$ cat src/rtl/gated_osc_meter_if.sv
// Bundle of control, status and oscillator-facing signals of gated_osc_meter.
// The master side is the controller user: it requests measurements and
// feeds back the returned oscillator clock.
interface gated_osc_meter_if #(
  parameter int CNT_W = 16,
  parameter int WIN_W = 16
);
  logic             start;
  logic [WIN_W-1:0] win_len;
  logic             cko_in;
  logic             enb;
  logic             busy;
  logic             done;
  logic [CNT_W-1:0] count;
  logic             ovf;

  modport master (
    output start, win_len, cko_in,
    input  enb, busy, done, count, ovf
  );

  modport slave (
    input  start, win_len, cko_in,
    output enb, busy, done, count, ovf
  );
endinterface

$ cat src/rtl/gated_osc_meter.sv
// Gated oscillator measurement controller.
// Opens an enable window of win_len clk cycles on an active-low oscillator
// enable, then counts synchronized rising edges of the returned clock. After
// the window closes, counting continues for DRAIN cycles so that edges still
// in the synchronizer are not lost.
//
// state    | meaning
// ---------+-------------------------------------------------------------
// ST_IDLE  | waiting for start; count/ovf hold the last result
// ST_MEAS  | enb low, window counter running, edges counted
// ST_DRAIN | enb high again, edges still in flight are counted
// ST_DONE  | one-cycle done pulse, result valid
module gated_osc_meter #(
  parameter int CNT_W = 16,
  parameter int WIN_W = 16,
  parameter int DRAIN = 3
) (
  input  logic               clk,
  input  logic               rstb,
  gated_osc_meter_if.slave   bus
);

  typedef enum logic [1:0] {
    ST_IDLE  = 2'd0,
    ST_MEAS  = 2'd1,
    ST_DRAIN = 2'd2,
    ST_DONE  = 2'd3
  } state_e;

  localparam logic [WIN_W-1:0] WIN_ONE   = WIN_W'(1);
  localparam logic [WIN_W-1:0] DRAIN_LEN = WIN_W'(DRAIN);
  localparam logic [CNT_W-1:0] CNT_MAX   = '1;

  state_e           state_q, state_d;
  logic [WIN_W-1:0] win_q, win_d;
  logic [CNT_W-1:0] count_q, count_d;
  logic             ovf_q, ovf_d;
  logic             s1_q, s2_q, s3_q;
  logic             edge_det;
  logic             accept;

  assign accept   = (state_q == ST_IDLE) && bus.start;
  assign edge_det = s2_q & ~s3_q;

  // State register; async reset puts the FSM in IDLE so enb rises at once.
  always_ff @(posedge clk or negedge rstb) begin
    if (!rstb) state_q <= ST_IDLE;
    else       state_q <= state_d;
  end

  // Next-state logic; the shared down-counter times both MEAS and DRAIN.
  always_comb begin
    state_d = state_q;
    case (state_q)
      ST_IDLE:  if (bus.start) state_d = (bus.win_len == '0) ? ST_DONE : ST_MEAS;
      ST_MEAS:  if (win_q == WIN_ONE) state_d = ST_DRAIN;
      ST_DRAIN: if (win_q == WIN_ONE) state_d = ST_DONE;
      ST_DONE:  state_d = ST_IDLE;
      default:  state_d = ST_IDLE;
    endcase
  end

  // Outputs decoded from state only, so reset drives enb high without a clock.
  always_comb begin
    bus.enb  = (state_q != ST_MEAS);
    bus.busy = (state_q == ST_MEAS) || (state_q == ST_DRAIN);
    bus.done = (state_q == ST_DONE);
  end

  assign bus.count = count_q;
  assign bus.ovf   = ovf_q;

  // Window/drain counter and saturating edge counter next values.
  always_comb begin
    win_d   = win_q;
    count_d = count_q;
    ovf_d   = ovf_q;
    case (state_q)
      ST_IDLE: begin
        if (bus.start) win_d = bus.win_len;
      end
      ST_MEAS: begin
        win_d = (win_q == WIN_ONE) ? DRAIN_LEN : win_q - WIN_ONE;
      end
      ST_DRAIN: begin
        win_d = win_q - WIN_ONE;
      end
      default: ;
    endcase
    if (accept) begin
      count_d = '0;
      ovf_d   = 1'b0;
    end else if (((state_q == ST_MEAS) || (state_q == ST_DRAIN)) && edge_det) begin
      if (count_q == CNT_MAX) ovf_d = 1'b1;
      else                    count_d = count_q + 1'b1;
    end
  end

  // Datapath registers.
  always_ff @(posedge clk or negedge rstb) begin
    if (!rstb) begin
      win_q   <= '0;
      count_q <= '0;
      ovf_q   <= 1'b0;
    end else begin
      win_q   <= win_d;
      count_q <= count_d;
      ovf_q   <= ovf_d;
    end
  end

  // Two-flop synchronizer plus history flop; runs in every state.
  always_ff @(posedge clk or negedge rstb) begin
    if (!rstb) begin
      s1_q <= 1'b0;
      s2_q <= 1'b0;
      s3_q <= 1'b0;
    end else begin
      s1_q <= bus.cko_in;
      s2_q <= s1_q;
      s3_q <= s2_q;
    end
  end

endmodule

$ cat src/flat_wrapper.sv
// flat-port wrapper written by rule: the top's interface ports become plain ports
module gated_osc_meter_flat 
#(
  parameter int CNT_W = 16,
  parameter int WIN_W = 16,
  parameter int DRAIN = 3
)
  (clk, rstb, bus_start, bus_win_len, bus_cko_in, bus_enb, bus_busy, bus_done, bus_count, bus_ovf);
  gated_osc_meter_if #(.CNT_W(CNT_W), .WIN_W(WIN_W)) bus_i ();
  input  logic clk;
  input  logic rstb;
  input wire logic [$bits(bus_i.start)-1:0] bus_start;
  input wire logic [$bits(bus_i.win_len)-1:0] bus_win_len;
  input wire logic [$bits(bus_i.cko_in)-1:0] bus_cko_in;
  output wire logic [$bits(bus_i.enb)-1:0] bus_enb;
  output wire logic [$bits(bus_i.busy)-1:0] bus_busy;
  output wire logic [$bits(bus_i.done)-1:0] bus_done;
  output wire logic [$bits(bus_i.count)-1:0] bus_count;
  output wire logic [$bits(bus_i.ovf)-1:0] bus_ovf;
  assign bus_i.start = bus_start;
  assign bus_i.win_len = bus_win_len;
  assign bus_i.cko_in = bus_cko_in;
  assign bus_enb = bus_i.enb;
  assign bus_busy = bus_i.busy;
  assign bus_done = bus_i.done;
  assign bus_count = bus_i.count;
  assign bus_ovf = bus_i.ovf;
  gated_osc_meter #(.CNT_W(CNT_W), .WIN_W(WIN_W), .DRAIN(DRAIN)) u_core (.clk(clk), .rstb(rstb), .bus(bus_i));
endmodule
$ cat config.mk
export PLATFORM = sky130hd
export DESIGN_NAME = gated_osc_meter_flat
export DESIGN_NICKNAME = d
export VERILOG_FILES = /design/src/rtl/gated_osc_meter_if.sv /design/src/rtl/gated_osc_meter.sv /design/src/flat_wrapper.sv
export SDC_FILE = /design/constraint.sdc
export NUM_CORES = 1
export LEC_CHECK = 0
export CORE_UTILIZATION = 40
export DETAILED_ROUTE_END_ITERATION = 12
export PLACE_DENSITY_LB_ADDON = 0.25
export SLEW_MARGIN = 20
export SYNTH_ARGS = -nofsm -noshare
export SYNTH_HDL_FRONTEND = slang
export SYNTH_SLANG_ARGS = --single-unit
$ cat constraint.sdc
create_clock -name clk -period 2.1 [get_ports clk]
set_clock_uncertainty 0.1 [all_clocks]
set_input_delay 0.21 -clock clk [delete_from_list [all_inputs] [get_ports clk]]
set_output_delay 0.21 -clock clk [all_outputs]
set_load 0.01 [all_outputs]
## After elaboration in Yosys (flattened, before gate mapping)

Index checks and enable logic that the tools add are counted.

| word-level totals | value |
|---|---|
| register bits after elaboration | 38 |
| input bits | 20 |
| output and inout port bits | 20 |
| word-level logic and storage cells | 47 |

| cells by class | value |
|---|---|
| $add $sub $neg | 2 |
| eq/ne operators | 10 |
| muxes and demuxes | 14 |
| bitwise logic cells | 2 |
| reduce and logical (&&, ||, !) cells | 12 |

Operators with widths:

| kind | count |
|---|---|
| $mux 16 | 5 |
| $pmux 16 s3 | 1 |
| $add 16x1->16 const B | 1 |
| $eq 16x1->1 const B | 1 |
| $eq 16x16->1 const B | 1 |
| $logic_not 16->1 | 1 |
| $sub 16x1->16 const B | 1 |
| $mux 2 | 4 |
| $ne 2x1->1 const B | 4 |
| $pmux 2 s4 | 1 |
| $reduce_and 2->1 | 3 |
| $eq 2x2->1 const B | 2 |
| $reduce_bool 2->1 | 2 |
| $mux 1 | 3 |
| $reduce_and 3->1 | 1 |
| $reduce_bool 3->1 | 1 |
| $eq 2x1->1 const B | 1 |
| $logic_and 1x1->1 | 2 |
| $logic_not 2->1 | 1 |
| $ne 2x2->1 const B | 1 |
| $and 1x1->1 | 1 |
| $logic_or 1x1->1 | 1 |
| $not 1->1 | 1 |

## Logic depth before layout (Yosys ltp)

Gate-level depths: netlist of run 1.

| depth | value |
|---|---|
| depth in word-level cells | 5 |
| mapped depth | 9 |
| gate-level depth less buffers | 7 |

## Worst setup path before layout of run 1

OpenSTA, ideal clock, no wires.

| timing path | value |
|---|---|
| kind | flip-flop to flip-flop |
| start | reg u_core.state_q[0] |
| end | reg u_core.win_q[4] |
| arrival | 1.951 ns |
| required time | 1.934 ns |
| setup slack | -0.016 ns |
| stages on the path, launching flop included | 10 |
| buffers on the path | 2 |
| period minus slack after synthesis | 2.116 ns |
| path through | dfrtp_1 -> inv_1 -> ha_1 -> buf_4 -> clkinv_1 -> nor2_1 -> o21ai_2 -> buf_6 -> o32ai_1 -> a22o_1 |

| between the ends | value |
|---|---|
| longest elaborated chain between the ends | 3 |
| elaborated cells between the ends (all ways) | 7 |
| those cells by class | eq/ne: 3; mux: 1; reduce/logical: 3 |

Ends and longest elaborated chain:

| what | RTL line | text |
|---|---|---|
| start, declared | gated_osc_meter.sv:34 | `state_e state_q, state_d;` |
| start signal, assigned | gated_osc_meter.sv:48 | `else state_q <= state_d;` |
| $eq 2x2->1 (tied with other cells) | gated_osc_meter.sv:78 | `case (state_q)` |
| $reduce_bool 3->1 (no source line) or $ne 2x2->1 (tied branches) | n/a |  |
| $reduce_and 2->1 (no source line) | n/a |  |
| end signal, assigned | gated_osc_meter.sv:106 | `win_q <= win_d;` |
| end, declared | gated_osc_meter.sv:35 | `logic [WIN_W-1:0] win_q, win_d;` |

Parallel ways exist; a longest one is shown, timed or not.
A chain may end at the register's enable or synchronous reset.

## Worst setup path after layout of run 1

| timing path | value |
|---|---|
| start | reg u_core.win_q[3] |
| end | reg u_core.state_q[0] |

| between the ends | value |
|---|---|
| longest elaborated chain between the ends | 3 |
| elaborated cells between the ends (all ways) | 4 |
| those cells by class | eq/ne: 3; reduce/logical: 1 |

Ends and longest elaborated chain:

| what | RTL line |
|---|---|
| $eq 16x1->1 (*) | gated_osc_meter.sv:56, gated_osc_meter.sv:57 |
| $ne 2x1->1 (no source line) | n/a |
| $reduce_and 3->1 (no source line) (*) | n/a |

Every way passes the cells marked *; elsewhere a longest branch is shown, timed or not.

==> reports/metrics.cfg, run 1 <==
[place]
dpl_worst_slack_ps=-51.15
hpwl_um=4513
gp_congestion=0.8389
place_area_sq_um=3037
port_buffers=39

[clock_network]
cts_tree=done
cts_root_buf=clkbuf_8
h-tree-depth=2
clock_path_buffers=2
clk_pin_slew_worst_paths_ps=80
clkSinkCount=38
cts_buffers=5
insertion_delay_ps=300

[timing]
fin_crit_ps=2038
final-setup-viol-count=0
rsz0062_at_grt=true
whs_ps=253.2
fin_ws_ps=62.38
final_hold_viol_count=0
clock.fmax_ghz=0.4908
report.final.slew_viol_count=0
max_slew_margin=0.6288
fin_crit_sh=0.9703
tightest_slew_ps=549.6

[critical_path]
max_stage_delay_ps=470
crit_path_start_kind=flip-flop
cp-end-kind=flip-flop
worstPathRequired_ps=2180
arrival_ps=2120
cp_max_fo=6
cp_slowest_cell=dfrtp_1
cp_cell_sequence=nor4_1 > nand4_2 > buf_4 > buf_4 > nor2b_1 > o32a_1
setup.worst_path.class=reg2reg
crit_top_cell=buf_4

[grt]
grt_pass1_vias=2129
grt_pass1_wl_um=10090
grt-ovfl-total=0
grt_use_total=0.2096
antenna_found_initial=0
grt_max_degree=39

[floorplan]
initial_core_util=0.4195
io_pins=40
rows=27
core_sq_um=5574
die_h_um=78.46
die_x_um=78.46
die_area_sq_um=6156

[power]
clkPwrFrac=0.124
power_frac_comb=0.602
p_leak_nw=1.327
p_per_area_nw_per_um2=1342
net-switching-power_mw=1.884
p_int_mw=2.472
swShare=0.4326
p_total_mw=4.356
p_seq_frac=0.274
ir_drop_mv=0.7161

[yosys]
yosysWarnings=0
synthArstFlopShare=1.000
yosys.area_share.adder=0.03745
synth_cell_types=57
synth-seq-cells=38
synth_top_family_by_area=simple AND/OR/NAND/NOR gates
synth-seq-area-share=0.4066
synthSimpleGateAreaFrac=0.2541
synth_compound_area_frac=0.1985
synthFlopType=dfrtp_1
netlist_area_sq_um=2338
synth_edf_count=0
synthCells=248
synth_mux_area_frac=0.01284
synth_area_per_cell_sq_um=9.429
synthesis.nets=275
synth_xor_area_frac=0.05243

[route]
vias=2170
drt_iter0_drc=111
post_drt_wl_per_cell_um=15.91
wl_um=6299
drc_errors=0
avgViaCountPerCell=5.480
ant_nets=0
firstDrtPassIters=4

[cells_and_area]
antenna_cells=0
postLayoutCellArea_sq_um=3247
num-fill-cells=506
area_growth_pct=38.84
layout_common_cells=clkdlybuf4s50_1, dfrtp_1, buf_4, nor2_1, nand2_1
fin_nets=350
final_common_cell=clkdlybuf4s50_1
drive_gt1_frac=0.2191

[flow_run]
drv_cap=0

[min_path]
worstHoldPathType=in2reg

[status]
outcome=completed

-- through the flow --
stage,cells,TNS [ps],util
final,396,0,0.5825
after global routing,396,-69.21,0.5825
after floorplan,248,-10.57,-
after global placement,385,0,0.5448
after CTS,394,0,0.5648
after detailed placement,385,-99.62,0.5448
-- critical path, delay by kind of cell (launching register included) --
kind | cells | cell delay, ps
AO/OA/AOI/OAI | 1 | 290
buffers and inverters | 2 | 320
AND/OR/NAND/NOR | 3 | 750
flip-flops | 1 | 470
-- layer usage --
layer	share of wire	vias to the layer above	wire length [um]	global-route usage
met5	0	-	0	0
li1	-	1062	-	-
met2	0.45	60	2829	0.3254
met1	0.48	1033	3030	0.2838
met4	0.019	0	121	0.07778
met3	0.050	15	318	0.04767
-- sequential cells by signal, indices dropped and copies added (netlist names) --
| register | flops |
|---|---|
| u_core.state_q | 2 |
| u_core.s2_q | 1 |
| u_core.s1_q | 1 |
| u_core.bus.count | 16 |
| u_core.win_q | 16 |
| u_core.s3_q | 1 |
| u_core.bus.ovf | 1 |
-- what timing repair did --
| action | in CTS | in global routing |
|---|---|---|
| gates resized for setup | 1 | 18 |
| setup buffers | 0 | 1 |
| hold buffers | 1 | 0 |
| cloned | 0 | 1 |
| endpoints found under the hold margin | 38 | 0 |
| setup endpoints to repair | 7 | 23 |
| pin swaps | 0 | 3 |
-- final cells by class --
| class | instances | area, sq um | area share |
|---|---|---|---|
| Clock inverter | 2 | 12.51 | 0.003854 |
| Timing Repair Buffer | 76 | 686.9 | 0.2116 |
| Inverter | 11 | 41.29 | 0.01272 |
| Multi-Input combinational cell | 191 | 1381 | 0.4254 |
| Clock buffer | 6 | 82.58 | 0.02543 |
| Sequential cell | 38 | 952.2 | 0.2933 |
| Tap cell | 72 | 90.09 | 0.02775 |
-- cells by family (layout without fill, tap and decap cells) --
group,count (synthesis),in the layout
flip-flops,38,38
AND/OR/NAND/NOR,102,102
XOR/XNOR,14,14
adder cells (fa/ha/maj),7,7
multiplexers,3,3
buffers and inverters,19,95
AO/OA/AOI/OAI,65,65
-- power groups by stage --
stage / combinational (mW) / clock (mW) / sequential [mW]
after detailed placement: 2.40 / 0 / 1.18
final: 2.62 / 0.538 / 1.19
after floorplan: 1.46 / 0 / 1.16
after global routing: 2.88 / 0.578 / 1.22
after CTS: 2.42 / 0.552 / 1.17
after global placement: 2.36 / 0 / 1.17
-- final timing paths --
check	startpoint	slack, ps	to	cells after the start
max	u_core.win_q[3]	60	u_core.state_q[0]	6
min	bus_cko_in	250	u_core.s1_q	1
max reg2reg	u_core.win_q[3]	60	u_core.state_q[0]	6
min reg2reg	u_core.s1_q	260	u_core.s2_q	0
max in group asynchronous	rstb	1370	u_core.win_q[0]	3
min in group asynchronous	rstb	320	u_core.win_q[6]	3
-- synth_stat cells, drive strengths merged, types with 2 or more instances --
cell / instances / area, sq um
a2111oi: 2 / 25.02
o32a: 2 / 20.02
ha: 7 / 87.58
inv: 10 / 37.54
nand4: 6 / 50.04
a221o: 2 / 20.02
dfrtp: 38 / 950.9
nor2b: 3 / 18.77
o32ai: 2 / 17.52
o21ai: 17 / 88.84
a21oi: 11 / 55.05
xnor2: 14 / 122.6
a221oi: 2 / 17.52
o41ai: 2 / 17.52
nor4: 10 / 113.9
nand2: 17 / 63.81
mux2i: 3 / 30.03
and2: 5 / 31.28
buf: 6 / 40.03
or3: 2 / 17.52
or4: 3 / 22.52
nor2: 31 / 116.4
a22o: 7 / 61.31
nand2b: 2 / 12.51
o2bb2ai: 4 / 35.03
clkbuf: 2 / 7.510
a31oi: 2 / 12.51
nor3: 10 / 60.06
a211oi: 4 / 30.03
nand3: 6 / 35.03
and3: 2 / 12.51
Note: power is estimated with default switching activity, not from simulation.
==> inputs of run 2 (changes only) <==
- CORE_MARGIN: not set -> 1
==> results of run 2 <==
Final layout, timing and power as in run 1 (identical DEF).
